## config.mk

```make
export PLATFORM = sky130hd
export DESIGN_NAME = led_fx_ctrl
export DESIGN_NICKNAME = d
export VERILOG_FILES = /design/src/rtl/led_fx_pkg.sv /design/src/rtl/led_fx_ctrl_tick.sv /design/src/rtl/led_fx_ctrl.sv
export SDC_FILE = /design/constraint.sdc
export NUM_CORES = 1
export LEC_CHECK = 0
export ABC_AREA = 0
export CAP_MARGIN = 20
export CORE_MARGIN = 3
export CORE_UTILIZATION = 55
export DETAILED_ROUTE_END_ITERATION = 7
export PLACE_DENSITY_LB_ADDON = 0.15
export RECOVER_POWER = 25
export SYNTH_ARGS = -nofsm -noshare
export SYNTH_HDL_FRONTEND = slang
export SYNTH_SLANG_ARGS = --single-unit
```

## constraint.sdc

```tcl
create_clock -name clk -period 6.52 [get_ports clk]
set_clock_uncertainty 0.2 [all_clocks]
set_input_delay 1.956 -clock clk [delete_from_list [all_inputs] [get_ports clk]]
set_output_delay 1.956 -clock clk [all_outputs]
set_load 0.05 [all_outputs]
```

## src/rtl/led_fx_pkg.sv

```systemverilog
// led_fx_pkg: effect encodings, FSM states and constants shared by the LED effects controller.
package led_fx_pkg;
  localparam logic [1:0] FX_ROT_R = 2'b00;
  localparam logic [1:0] FX_ROT_L = 2'b01;
  localparam logic [1:0] FX_PING  = 2'b10;
  localparam logic [1:0] FX_BAR   = 2'b11;
  typedef enum logic [2:0] {
    ST_ROT_R,
    ST_ROT_L,
    ST_PING_R,
    ST_PING_L,
    ST_BAR_FILL,
    ST_BAR_DRAIN
  } fx_state_t;
  localparam logic [3:0] SPEED_MUL [4] = '{4'd1, 4'd2, 4'd4, 4'd8};
  localparam logic [7:0] LED_RST_PATTERN = 8'b1000_0000;
  function automatic logic [1:0] fx_of(fx_state_t s);
    return (s == ST_ROT_R) ? FX_ROT_R :
           (s == ST_ROT_L) ? FX_ROT_L :
           (s == ST_PING_R || s == ST_PING_L) ? FX_PING : FX_BAR;
  endfunction
  function automatic fx_state_t fx_entry(logic [1:0] fx);
    return (fx == FX_ROT_R) ? ST_ROT_R :
           (fx == FX_ROT_L) ? ST_ROT_L :
           (fx == FX_PING) ? ST_PING_R : ST_BAR_FILL;
  endfunction
endpackage

```

## src/rtl/led_fx_ctrl_tick.sv

```systemverilog
// led_tick_gen: prescaler emitting a one-cycle tick every BASE_DIV*{1,2,4,8} enabled cycles.
module led_tick_gen #(
  parameter int BASE_DIV = 12_500_000
) (
  input  logic       clk,
  input  logic       reset,
  input  logic [1:0] sel,
  input  logic       en,
  input  logic       restart,
  output logic       tick
);
  import led_fx_pkg::*;
  localparam int CW = $clog2(BASE_DIV * 8);
  logic [CW-1:0] cnt, last;
  assign last = CW'(BASE_DIV * int'(SPEED_MUL[sel]) - 1);
  assign tick = en && !restart && cnt == last;
  always_ff @(posedge clk or negedge reset)
    if (!reset) cnt <= '0;
    else if (restart) cnt <= '0;
    else if (en) cnt <= tick ? '0 : cnt + 1'b1;
endmodule

```

## src/rtl/led_fx_ctrl.sv

```systemverilog
// led_fx_ctrl: LED effect sequencer driving an external 8-bit shift datapath (step/lr/s_in) with a pattern shadow.
module led_fx_ctrl #(
  parameter int BASE_DIV = 12_500_000
) (
  input  logic       clk,
  input  logic       reset,
  input  logic       en,
  input  logic [3:0] sw,
  output logic       step,
  output logic       lr,
  output logic       s_in,
  output logic [7:0] pattern
);
  import led_fx_pkg::*;
  logic [3:0] sw_m, sw_s;
  logic [1:0] speed_q;
  logic [7:0] nxt;
  logic       restart, empty;
  fx_state_t  state, cur, nst;
  assign restart = sw_s[3:2] != speed_q;
  led_tick_gen #(.BASE_DIV(BASE_DIV)) u_tick (
    .clk(clk),
    .reset(reset),
    .sel(sw_s[3:2]),
    .en(en),
    .restart(restart),
    .tick(step)
  );
  // A new effect is entered at its start state but shifts on from the current pattern.
  always_comb begin
    cur = (fx_of(state) == sw_s[1:0]) ? state : fx_entry(sw_s[1:0]);
    empty = pattern == 8'h00 && sw_s[1:0] != FX_BAR;
    lr = cur != ST_ROT_L && cur != ST_PING_L;
    s_in = empty || (cur == ST_ROT_R && pattern[0]) || (cur == ST_ROT_L && pattern[7]) || cur == ST_BAR_FILL;
    nxt = lr ? {s_in, pattern[7:1]} : {pattern[6:0], s_in};
    nst = (fx_of(cur) == FX_PING) ? (nxt[0] ? ST_PING_L : nxt[7] ? ST_PING_R : cur) :
          (fx_of(cur) == FX_BAR) ? (nxt == 8'hFF ? ST_BAR_DRAIN : nxt == 8'h00 ? ST_BAR_FILL : cur) : cur;
  end
  always_ff @(posedge clk or negedge reset)
    if (!reset) begin
      sw_m <= '0;
      sw_s <= '0;
      speed_q <= '0;
      state <= ST_ROT_R;
      pattern <= LED_RST_PATTERN;
    end else begin
      sw_m <= sw;
      sw_s <= sw_m;
      speed_q <= sw_s[3:2];
      if (step) begin
        state <= nst;
        pattern <= nxt;
      end
    end
endmodule

```

## Yosys cells after proc, flatten, opt, wreduce, memory -nomap -nowiden

Cells that the tools add are included.

- Input port bits: 7
- Register bits after elaboration: 48
- Logic and storage cells: 70
- Output and inout bits: 11

- Multipliers: 1
- Order comparisons: 1
- Eq/ne operators: 18
- Reductions and logical operators: 18
- Bitwise operators: 1
- Muxes and demuxes: 23
- Add/sub/neg operators: 2

Operators by type and width:

| kind | number |
|---|---|
| $mux 27 | 3 |
| $mux 3 | 10 |
| $add 27x1->27 const B | 1 |
| $eq 27x27->1 | 1 |
| $sub 27x2->27 const B | 1 |
| $mul 19x4->22 const A | 1 |
| $logic_not 8->1 | 2 |
| $eq 3x2->1 const B | 4 |
| $bmux 4 s2 | 1 |
| $eq 8x8->1 const B | 1 |
| $mux 2 | 4 |
| $mux 4 | 2 |
| $mux 8 | 1 |
| $eq 2x2->1 const B | 3 |
| $eq 3x1->1 const B | 2 |
| $logic_and 1x1->1 | 6 |
| $logic_not 3->1 | 2 |
| $logic_or 1x1->1 | 5 |
| $eq 3x3->1 const B | 1 |
| $ge 3x3->1 const B | 1 |
| $ne 3x1->1 const B | 1 |
| $ne 3x2->1 const B | 1 |
| $not 2->3 | 1 |
| $eq 2x1->1 const B | 1 |
| 7 further kinds | 8 |

## Longest topological paths before layout

- Depth in word-level cells: 18
- Mapped depth: 17
- Depth with buffers taken out: 16

## Hierarchy

A second synthesis with hierarchy kept.

- Cell total of the unflattened synthesis: 331
- Area, all modules: 3198.1 um^2

By module, submodules not included:

| module | sequential area each (um^2) | area each (um^2) | cells an instance | times used |
|---|---|---|---|---|
| led_tick_gen | 675.6 | 2205.9 | 238 | 1 |
| led_fx_ctrl | 526.8 | 992.2 | 93 | 1 |

## Least setup slack after synthesis

Ideal clock, no wire load.

- Kind: register -> output
- From: register sw_s[3]
- To: output port step
- Path buffers: 2
- Arrival time: 3.285 ns
- Data required time: 4.364 ns
- Path slack: 1.079 ns
- Stages on the path, launching flop included: 17
- Cells stage by stage: dfrtp_1 inv_1 ha_1 buf_4 nand2_1 nand2_1 ha_1 a21o_1 ha_1 nor3b_2 a21oi_1 o21a_1 o311ai_2 a31o_1 nand3_4 nor2_4 buf_6

- Longest elaborated chain between the ends: 8

RTL lines:

| element | RTL line | RTL |
|---|---|---|
| start, declared | led_fx_ctrl.sv:15 | `logic [3:0] sw_m, sw_s;` |
| start signal, assigned | led_fx_ctrl.sv:48 | `sw_s <= sw_m;` |
| $not 2->3 (not written as such) | led_fx_ctrl_tick.sv:15 | `assign last = CW'(BASE_DIV * int'(SPEED_MUL[sel]) - 1);` |
| $bmux 4 s2 | led_fx_ctrl_tick.sv:15 |  |
| $mux 4 (not written as such) (2 in a row) | led_fx_ctrl_tick.sv:15 |  |
| $mul 19x4->22 | led_fx_ctrl_tick.sv:15 |  |
| $sub 27x2->27 | led_fx_ctrl_tick.sv:15 |  |
| $eq 27x27->1 | led_fx_ctrl_tick.sv:16 | `assign tick = en && !restart && cnt == last;` |
| $logic_and 1x1->1 * | led_fx_ctrl_tick.sv:16 |  |
| end, declared | led_fx_ctrl.sv:9 | `output logic step,` |

Mark *: on every way between the ends. The rest lies on a longest branch, timed or not. The select of a mux whose other input is x is not followed.

## Worst setup path in the final report

- From: register sw_s[2]
- To: output port step

Same word-level chain as after synthesis.

==> impl_metrics.toml <==
[synthesis]
synth_compound_area_share_pct = 16.3
synth_top_family_by_area = "simple AND/OR/NAND/NOR gates"
yosys.area_share.simple_pct = 24.2
synth-edff-count = 0
synth-xor-area-share_pct = 4.66
syn_nets = 381
synth_fa_ha_area_share_pct = 5.88
ys.flop_type = "dfrtp_1"
ys_seq_elements = 48
ys_async_sr_fraction_pct = 100
synthDistinctLibCells = 58
ys.warnings.count = 0
synth_seq_area_share_pct = 37.7
synth_cells = 359
synth_area_sq_um = 3190
avgSynthCellArea_sq_um = 8.89
synthMuxAreaShare_pct = 7.21

[clock_network]
holdBufCountCts = 0
cts.root.buffer_cell = "clkbuf_8"
cts.sinks = 48
cts-htree-levels = 2
clkTransAtPathRegs_ns = 0.09
clock_latency_ns = 0.30
numCtsBuffers = 5
cts_tree = "yes"
clockBufferDepth = 2

[die]
dieArea_sq_um = 6760
fp.dieW_microns = 82.2
initial_core_util_pct = 57.3
core_area_sq_um = 5570
row_count = 27
die_h_microns = 82.2
io_pins = 18

[timing]
fmax_mhz = 163
rsz0062_at_grt = "false"
worst_pin_slew_ns = 2.24
setup_viol = 0
fin_crit_sh_pct = 94.3
hold_viol_final = 0
fin_crit_ns = 6.15
whs_ns = 0.153
maxSlewViolCount = 43
fin_ws_ns = 0.372
max_slew_margin_pct = -49.5
fin_setup_tns_ns = 0

[detailed_routing]
remaining_drc_errors = 0
wl_per_cell_microns = 15.7
wl_mm = 7.00
firstDrtPassIters = 5
vias = 2698
first_iter_violations = 184
drt-vias-per-instance = 6.05
ant_nets = 0

[worst_hold_path]
min_to = "sw_s[1]$_DFF_PN0_"
min_from = "sw_m[1]$_DFF_PN0_"
holdPathStages = 0
holdCritPathClass = "reg2reg"

[placed_design]
port_buffers = 17
hpwl_mm = 5.01
post-place-ws_ns = 0.571
place_area_sq_um = 3390
gp_congestion = 0.882
numPlacedInstances = 436

[power]
p_sw_mw = 0.163
p_comb_share_pct = 15.4
p_seq_share_pct = 52.2
clockPowerShare_pct = 32.4
power_switching_share_pct = 27.9
ir_drop_uv = 97.9
total_leakage_power_nw = 1.44
p_per_area_nw_per_um2 = 167
power_mw = 0.585
internal-power_mw = 0.422

[outcome]
status = "finished with violations"
violations = "max-capacitance violations, max-slew violations"

[grt]
gr-total-overflow = 0
antenna_found_initial = 0
grt_pass1_wl_mm = 11.6
grt_max_degree = 49
gr-usage-all-layers_pct = 22.3
first_global_vias = 2362

[setup_path]
worstPathRequired_ns = 4.36
max_stage_delay_ns = 0.47
critical_path.startpoint_type = "flop"
path_cells = "inv_1, ha_1, xor2_1, nand2_1, nand2_1, ha_1, a21o_1, ha_1, nor3b_2, a21oi_1, o21a_1, o311ai_2, a31o_1, nand3_4, nor2_4, buf_12"
rr_startpoint = "sw_s[2]$_DFF_PN0_"
cp_slowest_cell = "dfrtp_1"
endpoint_kind = "output pin"
worstPathMaxFanout = 9
r2r-end = "u_tick.cnt[18]$_DFFE_PN0P_"
worstSetupPathType = "reg2out"
cp_data_arrival_time_ns = 3.99
critPathBufInv = 2
cp_top_family = "compound AO/OA/AOI/OAI gates"
r2r_setup_slack_ns = 2.09
cp_common_cell = "ha_1"
r2r_cells = 16

[finish]
fin_nets = 395
num_antenna_cells = 0
multi_input_area_sq_um = 1860
syn_to_final_growth_pct = 9.56
drive_gt1_share_pct = 8.29
fill_cells = 486
final_area_sq_um = 3500
final_cell_mix = "nand2_1, dfrtp_1, a21oi_1, o21ai_0, nor2_1"
seq_area_sq_um = 1200
instances_no_fill = 446
final_core_util_pct = 62.8
layout_commonest_cell = "nand2_1"

[job]
cap_violations = 1
==> sequential cells by signal, summed over array words and instances (netlist names) <==
name and cells:
sw_s 4, state 3, sw_m 4, pattern 8
u_tick.cnt 27, speed_q 2
==> power groups by stage <==
stage               Clock [mW]  Sequential, mW  Combinational, mW
floorplan                    0           0.310             0.0665
global placement             0           0.311             0.0893
detailed placement           0           0.311             0.0896
CTS                      0.192           0.305             0.0906
global route             0.208           0.306              0.100
finish                   0.190           0.305             0.0903
==> how the worst max path moves through the flow <==
stage | start | to | slack (ns) | depth (start not counted)
2_1_floorplan | sw_s[3]$_DFF_PN0_ | step | 1.08 | 16
3_3_place_gp | sw_s[3]$_DFF_PN0_ | step | 0.66 | 15
3_5_place_dp | sw_s[2]$_DFF_PN0_ | step | 0.57 | 16
4_1_cts | sw_s[2]$_DFF_PN0_ | step | 0.20 | 16
5_1_grt | sw_s[2]$_DFF_PN0_ | step | 0.05 | 16
6_report | sw_s[2]$_DFF_PN0_ | step | 0.37 | 16
==> area by class of cell <==
cell class	instances	share of cell area, %
Tap cell	72	2.58
Clock buffer	7	2.47
Sequential cell	48	34.4
Inverter	14	1.50
Timing Repair Buffer	21	5.72
Multi-Input combinational cell	283	53.1
Clock inverter	1	0.250
==> worst register-to-register path, cell delays in order (launching register included) <==
cell	delay, ns
dfrtp_1	0.47
inv_1	0.17
ha_1	0.31
xor2_1	0.22
nand2_1	0.07
nand2_1	0.08
ha_1	0.23
a21o_1	0.18
ha_1	0.37
nor3b_2	0.22
a21oi_1	0.13
o21a_1	0.21
o311ai_2	0.25
nand4_1	0.26
a31oi_2	0.64
a21oi_1	0.18
o21ai_0	0.17
==> metal layers <==
metal / part of all wire (%) / vias up / GRT usage [%]
met3: 4.5 / 13 / 3.69
met5: 0 / - / 0
met4: 1.7 / 0 / 7.31
met1: 47 / 1297 / 31.4
li1: - / 1319 / -
met2: 46 / 69 / 35.0
==> Yosys cell counts, types with 3 or more instances <==
cell type | count | area, sq um
a21oi_1 | 27 | 135
a31oi_1 | 4 | 25.0
buf_2 | 4 | 20.0
clkbuf_1 | 6 | 22.5
dfrtp_1 | 47 | 1180
ha_1 | 15 | 188
inv_1 | 14 | 52.6
mux2_1 | 9 | 101
mux2_2 | 7 | 78.8
mux2i_1 | 5 | 50.1
nand2_1 | 51 | 191
nand2b_1 | 3 | 18.8
nand3_1 | 13 | 65.1
nand4_1 | 10 | 62.6
nor2_1 | 23 | 86.3
nor2b_1 | 4 | 25.0
nor3_1 | 13 | 65.1
nor4_1 | 6 | 37.5
o21a_1 | 4 | 30.0
o21ai_0 | 25 | 125
o31ai_1 | 3 | 22.5
or3_1 | 7 | 43.8
xnor2_1 | 9 | 78.8
xor2_1 | 8 | 70.1
==> cells by family (layout without fill, tap and decap cells) <==
logic type | Yosys count | in the layout
xor+xnor | 17 | 17
compound gates | 83 | 83
simple gates | 147 | 147
flops | 48 | 48
mux | 21 | 21
fa+ha+maj | 15 | 15
buf+inv | 28 | 43
==> timing repair <==
action | 4_1_cts | 5_1_grt
buffers inserted | 0 | 1
resized for setup | 0 | 0
endpoints found under the setup margin | 0 | 1
Power figures use the tool's default switching activity.
